===== src/rtl/macc_seq_pkg.sv =====
// Shared definitions for the MACC sequencer: precision defaults, MACC op codes,
// FSM state encoding and op-code decode helpers.
package macc_seq_pkg;

    localparam int PRECISION_OP   = 16;
    localparam int PRECISION_ACC  = 40;
    localparam int PRECISION_FRAC = 0;

    localparam int MACC_LAT = 3;

    localparam logic [2:0] MACC_MUL   = 3'd0;
    localparam logic [2:0] MACC_SQ    = 3'd1;
    localparam logic [2:0] MACC_MACC  = 3'd2;
    localparam logic [2:0] MACC_SQACC = 3'd3;
    localparam logic [2:0] MACC_MADD  = 3'd4;
    localparam logic [2:0] MACC_SQADD = 3'd5;

    localparam logic [2:0] S_IDLE   = 3'd0;
    localparam logic [2:0] S_CLEAR  = 3'd1;
    localparam logic [2:0] S_STREAM = 3'd2;
    localparam logic [2:0] S_DRAIN  = 3'd3;
    localparam logic [2:0] S_DONE   = 3'd4;

    // Odd op codes multiply op_0 by itself instead of op_1.
    function automatic logic op_is_square(input logic [2:0] op_code);
        return op_code[0];
    endfunction

    function automatic logic op_is_accumulate(input logic [2:0] op_code);
        return (op_code == MACC_MACC) || (op_code == MACC_SQACC);
    endfunction

    function automatic logic op_is_add(input logic [2:0] op_code);
        return (op_code == MACC_MADD) || (op_code == MACC_SQADD);
    endfunction

endpackage


===== src/rtl/macc_seq_macc.sv =====
// Three-stage multiply/accumulate unit: input register, product register, accumulator.
// Controls travel with their operands, so a clear issued one cycle ahead of an enable lands first.
module macc
    import macc_seq_pkg::*;
#(
    parameter string TYPE      = "FIXED_POINT",
    parameter int    OP_WIDTH  = PRECISION_OP,
    parameter int    ACC_WIDTH = PRECISION_ACC,
    parameter int    OUT_WIDTH = PRECISION_OP,
    parameter int    FRAC_BITS = PRECISION_FRAC
) (
    input  logic                        clk,
    input  logic                        reset,
    input  logic                        enable,
    input  logic                        clear,
    input  logic [2:0]                  op_code,
    input  logic signed [OP_WIDTH-1:0]  op_0,
    input  logic signed [OP_WIDTH-1:0]  op_1,
    input  logic signed [OP_WIDTH-1:0]  op_add,
    output logic signed [OUT_WIDTH-1:0] out
);

    localparam int PROD_W = 2 * OP_WIDTH;
    localparam int SHIFT  = (TYPE == "FIXED_POINT") ? FRAC_BITS : 0;

    logic                       r_en1, r_clr1, r_en2, r_clr2;
    logic [2:0]                 r_opc1, r_opc2;
    logic signed [OP_WIDTH-1:0] r_a1, r_b1, r_add1, r_add2;
    logic signed [PROD_W-1:0]   r_prod2;
    logic signed [ACC_WIDTH-1:0] r_acc;

    logic signed [OP_WIDTH-1:0]  w_mul_b;
    logic signed [ACC_WIDTH-1:0] w_term, w_base, w_acc_next;

    // Operand selection and next accumulator value.
    always_comb begin
        w_mul_b    = op_is_square(r_opc1) ? r_a1 : r_b1;
        w_term     = ACC_WIDTH'(r_prod2);
        w_base     = '0;
        if (op_is_add(r_opc2)) begin
            w_term = ACC_WIDTH'(r_prod2) + ACC_WIDTH'(r_add2);
        end else begin
            w_term = ACC_WIDTH'(r_prod2);
        end
        if (op_is_accumulate(r_opc2) && !r_clr2) begin
            w_base = r_acc;
        end else begin
            w_base = '0;
        end
        w_acc_next = w_base + w_term;
    end

    // Pipeline stages 1 and 2.
    always_ff @(posedge clk) begin
        if (reset) begin
            r_en1   <= 1'b0;
            r_clr1  <= 1'b0;
            r_opc1  <= 3'd0;
            r_a1    <= '0;
            r_b1    <= '0;
            r_add1  <= '0;
            r_en2   <= 1'b0;
            r_clr2  <= 1'b0;
            r_opc2  <= 3'd0;
            r_prod2 <= '0;
            r_add2  <= '0;
        end else begin
            r_en1   <= enable;
            r_clr1  <= clear;
            r_opc1  <= op_code;
            r_a1    <= op_0;
            r_b1    <= op_1;
            r_add1  <= op_add;
            r_en2   <= r_en1;
            r_clr2  <= r_clr1;
            r_opc2  <= r_opc1;
            r_prod2 <= PROD_W'(r_a1) * PROD_W'(w_mul_b);
            r_add2  <= r_add1;
        end
    end

    // Accumulator stage.
    always_ff @(posedge clk) begin
        if (reset) begin
            r_acc <= '0;
        end else if (r_en2) begin
            r_acc <= w_acc_next;
        end else if (r_clr2) begin
            r_acc <= '0;
        end else begin
            r_acc <= r_acc;
        end
    end

    assign out = OUT_WIDTH'(r_acc >>> SHIFT);

endmodule


===== src/rtl/macc_seq.sv =====
// Command-driven sequencer computing dot products or sums of squares on one macc,
// covering its pipeline latency and holding each result until consumed.
module macc_seq
    import macc_seq_pkg::*;
#(
    parameter int OP_WIDTH  = PRECISION_OP,
    parameter int ACC_WIDTH = PRECISION_ACC,
    parameter int OUT_WIDTH = PRECISION_OP,
    parameter int FRAC_BITS = PRECISION_FRAC,
    parameter int LEN_W     = 16
) (
    input  logic                        clk,
    input  logic                        reset,
    input  logic                        cmd_valid,
    output logic                        cmd_ready,
    input  logic [LEN_W-1:0]            cmd_len,
    input  logic                        cmd_square,
    input  logic                        in_valid,
    output logic                        in_ready,
    input  logic signed [OP_WIDTH-1:0]  in_op_0,
    input  logic signed [OP_WIDTH-1:0]  in_op_1,
    output logic                        res_valid,
    input  logic                        res_ready,
    output logic signed [OUT_WIDTH-1:0] res_data
);

    localparam logic [1:0] DRAIN_LAST = 2'(MACC_LAT - 1);

    logic [2:0]                  r_state;
    logic [LEN_W-1:0]            r_remaining;
    logic                        r_sq;
    logic [1:0]                  r_drain_cnt;
    logic signed [OUT_WIDTH-1:0] r_res_data;

    logic                        w_accept;
    logic [2:0]                  w_op_code;
    logic signed [OUT_WIDTH-1:0] w_macc_out;

    assign cmd_ready = (r_state == S_IDLE);
    assign in_ready  = (r_state == S_STREAM) && (r_remaining != '0);
    assign res_valid = (r_state == S_DONE);
    assign res_data  = r_res_data;
    assign w_accept  = in_valid && in_ready;

    // Op code is held for the whole command so in-flight products keep their mode.
    always_comb begin
        w_op_code = MACC_MUL;
        case (r_state)
            S_CLEAR, S_STREAM, S_DRAIN: w_op_code = r_sq ? MACC_SQACC : MACC_MACC;
            default:                    w_op_code = MACC_MUL;
        endcase
    end

    // Command FSM, element counter, drain counter and result register.
    always_ff @(posedge clk) begin
        if (reset) begin
            r_state     <= S_IDLE;
            r_remaining <= '0;
            r_sq        <= 1'b0;
            r_drain_cnt <= 2'd0;
            r_res_data  <= '0;
        end else begin
            case (r_state)
                S_IDLE: begin
                    if (cmd_valid) begin
                        r_remaining <= cmd_len;
                        r_sq        <= cmd_square;
                        r_state     <= S_CLEAR;
                    end else begin
                        r_state <= S_IDLE;
                    end
                end
                S_CLEAR: begin
                    r_drain_cnt <= 2'd0;
                    r_state     <= (r_remaining != '0) ? S_STREAM : S_DRAIN;
                end
                S_STREAM: begin
                    if (w_accept) begin
                        r_remaining <= r_remaining - LEN_W'(1);
                        if (r_remaining == LEN_W'(1)) begin
                            r_state <= S_DRAIN;
                        end else begin
                            r_state <= S_STREAM;
                        end
                    end else begin
                        r_state <= S_STREAM;
                    end
                end
                S_DRAIN: begin
                    if (r_drain_cnt == DRAIN_LAST) begin
                        r_res_data <= w_macc_out;
                        r_state    <= S_DONE;
                    end else begin
                        r_drain_cnt <= r_drain_cnt + 2'd1;
                    end
                end
                S_DONE: begin
                    if (res_ready) begin
                        r_drain_cnt <= 2'd0;
                        r_state     <= S_IDLE;
                    end else begin
                        r_state <= S_DONE;
                    end
                end
                default: r_state <= S_IDLE;
            endcase
        end
    end

    macc #(
        .TYPE      ("FIXED_POINT"),
        .OP_WIDTH  (OP_WIDTH),
        .ACC_WIDTH (ACC_WIDTH),
        .OUT_WIDTH (OUT_WIDTH),
        .FRAC_BITS (FRAC_BITS)
    ) u_macc (
        .clk     (clk),
        .reset   (reset),
        .enable  (w_accept),
        .clear   (r_state == S_CLEAR),
        .op_code (w_op_code),
        .op_0    (in_op_0),
        .op_1    (in_op_1),
        .op_add  ('0),
        .out     (w_macc_out)
    );

endmodule


===== config.mk =====
export PLATFORM = sky130hd
export DESIGN_NAME = macc_seq
export DESIGN_NICKNAME = d
export VERILOG_FILES = /design/src/rtl/macc_seq_pkg.sv /design/src/rtl/macc_seq_macc.sv /design/src/rtl/macc_seq.sv
export SDC_FILE = /design/constraint.sdc
export NUM_CORES = 1
export LEC_CHECK = 0
export CELL_PAD_IN_SITES_DETAIL_PLACEMENT = 0
export CELL_PAD_IN_SITES_GLOBAL_PLACEMENT = 2
export CORE_MARGIN = 2
export CORE_UTILIZATION = 39
export DETAILED_ROUTE_END_ITERATION = 16
export PLACE_DENSITY_LB_ADDON = 0.3
export SLEW_MARGIN = 25
export SYNTH_ARGS = -nofsm -noshare
export SYNTH_HDL_FRONTEND = slang
export SYNTH_SLANG_ARGS = --single-unit

===== constraint.sdc =====
create_clock -name clk -period 10.74 [get_ports clk]
set_input_delay 1.611 -clock clk [delete_from_list [all_inputs] [get_ports clk]]
set_output_delay 1.611 -clock clk [all_outputs]
set_load 0.05 [all_outputs]

==> impl_metrics.json, run 1 <==
{
  "yosys.area.top_type": "dfxtp_1",
  "synth-seq-cells": 109,
  "maxSlewViolCount": 0,
  "firstDrtPassIters": 4,
  "peakVddDrop_mv": 0.0649,
  "synthesis.area_um2": 8920,
  "crit_start": "u_macc.r_opc1[0]$_SDFF_PP0_",
  "path_clk_slew_ns": 0.09,
  "setup_tns_ns": 0,
  "skew_ns": 0.0188,
  "drv_cap": 0,
  "yosysWarnings": 0,
  "cts.sinks": 109,
  "rsz0062_at_grt": "no",
  "hold_buffers": 0,
  "synth_edf_count": 0,
  "dieArea_um2": 24100,
  "r2r_slack_ns": 4.46,
  "fmax_mhz": 159,
  "nNetsFinal": 1302,
  "async_flop_share": 0,
  "worst-setup-path-type": "reg -> reg",
  "synthCells": 1044,
  "pre_cts_slack_ns": 4.50,
  "holdCritStartpoint": "u_macc.r_opc1[1]$_SDFF_PP0_",
  "hold_class": "reg -> reg",
  "numCtsBuffers": 9,
  "grt_pass1_vias": 6949,
  "synth_xor_area_frac": 0.0531,
  "ant_nets": 0,
  "p_comb_frac": 0.323,
  "coreArea_um2": 22600,
  "synth_top_family_by_area": "adder cells",
  "drt_iter0_drc": 259,
  "grt_max_degree": 60,
  "drive_above_1_share": 0.0375,
  "cp_max_fo": 28,
  "post_cts_buffers": 0,
  "worst_slack_ns": 4.46,
  "leakage_nw": 4.53,
  "syn_to_final_growth_pct": 14.0,
  "synth.top_cell.area_share": 0.245,
  "dpl.hpwl_mm": 15.4,
  "cp.required_ns": 10.95,
  "grt_pass1_wl_mm": 34.5,
  "synth.area.top_cells": "dfxtp_1, fa_1, ha_1",
  "seqPwrFrac": 0.392,
  "grt.overflow.total": 0,
  "seq_area_frac_synth": 0.245,
  "synth_fa_ha_area_frac": 0.290,
  "finalSetupViolations": 0,
  "slew_headroom": 0.432,
  "route.detailed.drc": 0,
  "worst_pin_slew_ns": 0.829,
  "synth_area_per_cell_um2": 8.55,
  "start_util": 0.395,
  "die_y_um": 155,
  "vias": 6720,
  "outcome": "finished clean",
  "port_buffers": 72,
  "wl_per_cell_um": 14.5,
  "synth.area.mux_share": 0.0217,
  "swShare": 0.351,
  "fp-row-count": 55,
  "fin_crit_ns": 6.28,
  "switchingPower_uw": 414,
  "root_buffer": "clkbuf_16",
  "final_hold_viol_count": 0,
  "synth-simple-area-share": 0.207,
  "cellPowerDensity_nw_per_um2": 116,
  "p_clk_frac": 0.285,
  "gp_congestion": 0.854,
  "synth_most_common_cell": "nand2_1",
  "drt_wl_total_mm": 20.0,
  "ioPinCount": 73,
  "track_usage": 0.177,
  "ys.flop_type": "dfxtp_1",
  "syn-num-nets": 1257,
  "ctsResizeCount": 0,
  "postLayoutCoreUtil": 0.450,
  "die_width_um": 155,
  "r2r-start": "u_macc.r_opc1[0]$_SDFF_PP0_",
  "synth-compound-area-share": 0.108,
  "critPathLaunchType": "flop",
  "clk_latency_ns": 0.37,
  "ctsHtreeMaxLevel": 3,
  "cp_data_arrival_time_ns": 6.49,
  "synth_common_cells": "nand2_1, inv_1, dfxtp_1, fa_1, ha_1",
  "cts_tree": "done",
  "num_antenna_cells": 0,
  "cts_buffer_depth": 2,
  "ys_types": 49,
  "crit_path_end_kind": "flop",
  "intPower_uw": 765,
  "viasPerCell": 4.87,
  "antenna_found_initial": 0,
  "period_share": 0.584
}
[power by group through the flow]
stage,registers [mW],clock network [mW],logic (mW)
2_1_floorplan,0.455,0,0.292
3_3_place_gp,0.474,0,0.384
3_5_place_dp,0.473,0,0.386
4_1_cts,0.464,0.350,0.389
5_1_grt,0.467,0.364,0.441
6_report,0.462,0.336,0.381
[logic make-up after synthesis]
logic type / Yosys count
AOI/OAI and AO/OA: 152
DFF: 109
buffers and inverters: 178
and+or+nand+nor: 377
xor gates and xnor gates: 51
adders and majority gates: 159
muxes: 18
[through the flow]
stage / hold WS (ns) / cell area [µm²] / total power [mW] / cells
after global placement: 0.417 / 9870 / 0.857 / 1363
after global routing: 0.470 / 10200 / 1.27 / 1379
after CTS: 0.451 / 10200 / 1.20 / 1379
after floorplan: 0.414 / 8920 / 0.748 / 1044
after detailed placement: 0.427 / 9870 / 0.859 / 1363
final: 0.448 / 10200 / 1.18 / 1379
[cell type report]
class / instances / area, µm²
Clock buffer: 9 / 225
Clock inverter: 7 / 72.6
Fill cell: 2309 / 12400
Inverter: 134 / 503
Multi-Input combinational cell: 757 / 6070
Sequential cell: 109 / 2180
Tap cell: 285 / 357
Timing Repair Buffer: 78 / 763
[layout by cell type (no fill, tap or decap), types with 3 or more instances in the layout]
| master | synthesis | layout |
|---|---|---|
| nand2_1 | 138 | 138 |
| inv_1 | 134 | 134 |
| dfxtp_1 | 109 | 109 |
| fa_1 | 80 | 80 |
| ha_1 | 79 | 79 |
| clkdlybuf4s50_1 | 0 | 71 |
| nor2b_1 | 69 | 69 |
| nor2_1 | 69 | 69 |
| a21oi_1 | 53 | 53 |
| and2_1 | 49 | 49 |
| o21ai_0 | 36 | 36 |
| xnor2_1 | 28 | 28 |
| xor2_1 | 21 | 21 |
| a22oi_1 | 16 | 16 |
| a21o_1 | 12 | 12 |
| nor3b_1 | 12 | 12 |
| mux2_2 | 11 | 11 |
| nor3_1 | 10 | 10 |
| clkbuf_16 | 0 | 9 |
| nand2b_1 | 9 | 8 |
| mux2i_1 | 7 | 7 |
| o21a_1 | 7 | 7 |
| nand3_1 | 7 | 7 |
| o31ai_1 | 7 | 7 |
| buf_4 | 1 | 7 |
| or3_1 | 4 | 4 |
| o41ai_1 | 4 | 4 |
| or4_1 | 3 | 3 |
| o21bai_1 | 3 | 3 |
[worst paths after layout]
path | depth (start not counted) | end
worst max-delay path | 21 | u_macc.r_prod2[15]$_SDFF_PP0_
worst min-delay path | 1 | u_macc.r_opc2[1]$_SDFF_PP0_
worst max register to register | 21 | u_macc.r_prod2[15]$_SDFF_PP0_
worst min register to register | 1 | u_macc.r_opc2[1]$_SDFF_PP0_
[worst max-delay path: stages (launching register included)]
cell     delay, ns
dfxtp_1       0.32
buf_4         0.30
mux2i_1       0.75
nor2b_1       0.14
fa_1          0.51
inv_1         0.05
fa_1          0.53
inv_1         0.05
fa_1          0.49
inv_1         0.05
fa_1          0.48
inv_1         0.06
fa_1          0.50
fa_1          0.49
ha_1          0.32
or2_2         0.30
a21oi_1       0.19
inv_1         0.06
o41ai_1       0.09
o21ai_0       0.19
xor2_1        0.17
nor2_1        0.06
[state kept, by name, indices dropped and copies added, names as in the netlist]
name,cells
r_remaining,16
res_data,16
u_macc.r_a1,16
u_macc.r_acc,16
u_macc.r_b1,16
u_macc.r_prod2,16
r_state,3
r_drain_cnt,2
u_macc.r_opc1,2
r_sq,1
u_macc.r_clr1,1
u_macc.r_clr2,1
u_macc.r_en1,1
u_macc.r_en2,1
u_macc.r_opc2,1
[per-layer routing]
layer / part of all wire / wire (µm) / track usage / vias up
met3: 0.031 / 615 / 0.0245 / 23
met5: 0 / 0 / 0 / -
met4: 0.013 / 258 / 0.0389 / 0
met1: 0.51 / 10300 / 0.257 / 3178
li1: - / - / - / 3418
met2: 0.44 / 8880 / 0.283 / 101
(Power assumes the default switching activity.)
==> run 2: changes to the inputs <==
Settings changed: CORE_UTILIZATION 39 to 37.
Clock period 10.74 ns to 6 ns, I/O delays scaled along.
==> run 2 against run 1 <==
  * Wire length up 1.6%
  * Combinational power grew 86%
  * Non-clock buffer count up 14
  * Sequential cell count unchanged
  * Clock skew increased by 0.0036 ns
  * Count of clock-buffer cells in the layout stayed put
  * Total power rose by 85%
  * Sequential share of layout area shrank 0.41 points
  * Critical path depth is 3 lower
  * Largest cell class unchanged
  * Largest power group unchanged
  * Highest routed layer unchanged
==> impl_metrics.json, run 2 (synthesized netlist as in run 1, its figures left out) <==
{
  "peakVddDrop_mv": 0.121,
  "swShare": 0.343,
  "firstDrtPassIters": 4,
  "syn_to_final_growth_pct": 16.3,
  "crit_slowest_cell": "dfxtp_1",
  "dieArea_um2": 25400,
  "crit_path_frequent_cell": "fa_1",
  "cp.required_ns": 6.22,
  "dpl-instance-area_um2": 10000,
  "grt.overflow.total": 0,
  "cts_tree": "done",
  "final_hold_viol_count": 0,
  "route.detailed.drc": 0,
  "dpl.hpwl_mm": 15.8,
  "port_buffers": 72,
  "cts.sinks": 109,
  "setup_tns_ns": 0,
  "fp-row-count": 56,
  "outcome": "finished clean",
  "min_to": "u_macc.r_opc2[1]$_SDFF_PP0_",
  "ant_nets": 0,
  "rsz0062_at_grt": "no",
  "start_util": 0.379,
  "drive_above_1_share": 0.0505,
  "path_clk_slew_ns": 0.09,
  "cp_data_arrival_time_ns": 5.91,
  "coreArea_um2": 23500,
  "drv_cap": 0,
  "maxSlewViolCount": 0,
  "antenna_found_initial": 0,
  "die_width_um": 159,
  "vias": 6734,
  "ioPinCount": 73,
  "grt_max_degree": 58,
  "fmax_mhz": 176,
  "seqPwrFrac": 0.375,
  "fin_crit_ns": 5.68,
  "critPathBufInv": 3,
  "hold_class": "reg -> reg",
  "grt_pass1_vias": 7051,
  "cp_slowest_stage_delay_ns": 0.57,
  "r2r-start": "u_macc.r_a1[9]$_SDFF_PP0_",
  "intPower_mw": 1.43,
  "timing.rr.end": "u_macc.r_prod2[15]$_SDFF_PP0_",
  "ctsResizeCount": 0,
  "worst-setup-path-type": "reg -> reg",
  "numCtsBuffers": 9,
  "nNetsFinal": 1316,
  "gp_congestion": 0.827,
  "finalSetupViolations": 0,
  "clk_latency_ns": 0.37,
  "p_comb_frac": 0.325,
  "grt_pass1_wl_mm": 34.9,
  "critPathLaunchType": "flop",
  "cellPowerDensity_nw_per_um2": 210,
  "drt_wl_total_mm": 20.3,
  "r2r_slack_ns": 0.32,
  "worst_pin_slew_ns": 0.756,
  "holdCritStartpoint": "u_macc.r_opc1[1]$_SDFF_PP0_",
  "ctsHtreeMaxLevel": 3,
  "leakage_nw": 4.63,
  "p_clk_frac": 0.301,
  "period_share": 0.947,
  "num_antenna_cells": 0,
  "hold_buffers": 0,
  "r2r_cells": 18,
  "skew_ns": 0.0223,
  "switchingPower_uw": 749,
  "crit_path_end_kind": "flop",
  "cts_buffer_depth": 2,
  "cp_max_fo": 8,
  "wl_per_cell_um": 14.3,
  "drt_iter0_drc": 256,
  "crit_path_cell_trace": "mux2_2 -> nand2_1 -> fa_1 -> inv_1 -> fa_1 -> inv_1 -> fa_1 -> fa_1 -> fa_1 -> fa_1 -> xnor2_1 -> xnor2_1 -> xnor2_1 -> xnor3_1 -> xnor2_1 -> buf_4 -> xor2_1 -> nor2_1",
  "track_usage": 0.169,
  "slew_headroom": 0.492,
  "whs_path_depth": 1,
  "post_cts_buffers": 0,
  "final_common_cell": "nand2_1",
  "most-common-layout-cells": "nand2_1, inv_1, dfxtp_1",
  "die_y_um": 159,
  "final_area_um2": 10400,
  "root_buffer": "clkbuf_16",
  "crit_family": "adder cells",
  "viasPerCell": 4.72
}
==> run 2: per-stage QoR <==
| step | hold WS, ns | setup slack, ns | total power, mW | std cells | utilization |
|---|---|---|---|---|---|
| 4_1_cts | 0.442 | 0.171 | 2.22 | 1427 | 0.440 |
| 3_5_place_dp | 0.423 | 0.201 | 1.56 | 1411 | 0.426 |
| 6_report | 0.441 | 0.316 | 2.18 | 1427 | 0.441 |
| 2_1_floorplan | 0.414 | 0.205 | 1.34 | 1044 | - |
| 3_3_place_gp | 0.415 | 0.265 | 1.56 | 1411 | 0.426 |
| 5_1_grt | 0.462 | 0.0000417 | 2.35 | 1427 | 0.441 |
==> run 2: area by class of cell <==
| type | instances | area, µm² |
|---|---|---|
| clock inverters | 7 | 105 |
| clock buffers | 9 | 225 |
| repair buffers | 92 | 881 |
| fillers | 2482 | 13200 |
| well taps | 319 | 399 |
| flip-flops and latches | 109 | 2180 |
| inverters | 134 | 503 |
| multi-input cells | 757 | 6080 |
==> run 2: worst max path at each step <==
stage	start	end	cells past startpoint
floorplan	u_macc.r_opc1[0]$_SDFF_PP0_	u_macc.r_prod2[15]$_SDFF_PP0_	22
global placement	u_macc.r_opc1[0]$_SDFF_PP0_	u_macc.r_prod2[15]$_SDFF_PP0_	20
detailed placement	u_macc.r_opc1[0]$_SDFF_PP0_	u_macc.r_prod2[15]$_SDFF_PP0_	20
CTS	u_macc.r_opc1[0]$_SDFF_PP0_	u_macc.r_prod2[15]$_SDFF_PP0_	20
global route	u_macc.r_a1[9]$_SDFF_PP0_	u_macc.r_prod2[15]$_SDFF_PP0_	18
finish	u_macc.r_a1[9]$_SDFF_PP0_	u_macc.r_prod2[15]$_SDFF_PP0_	18
==> run 2: routing by layer <==
metal | GRT usage | part of all wire
met5 | 0 | 0
met3 | 0.0234 | 0.038
met2 | 0.266 | 0.44
met4 | 0.0479 | 0.013
met1 | 0.242 | 0.51
==> run 2: power by group through the flow <==
stage               clock network (mW)  logic [mW]  registers [mW]
floorplan                            0       0.524           0.815
global placement                     0       0.721           0.837
detailed placement                   0       0.722           0.836
CTS                              0.679       0.726           0.819
global route                     0.707       0.817           0.826
finish                           0.656       0.709           0.817
==> run 2: worst reg2reg max path: cells and delay by family, from the launching register on <==
| family | cells | cell delay [ns] |
|---|---|---|
| flops | 1 | 0.57 |
| fa+ha+maj | 6 | 3.04 |
| buf+inv | 3 | 0.26 |
| xor+xnor | 6 | 1.15 |
| simple gates | 2 | 0.16 |
| mux | 1 | 0.36 |
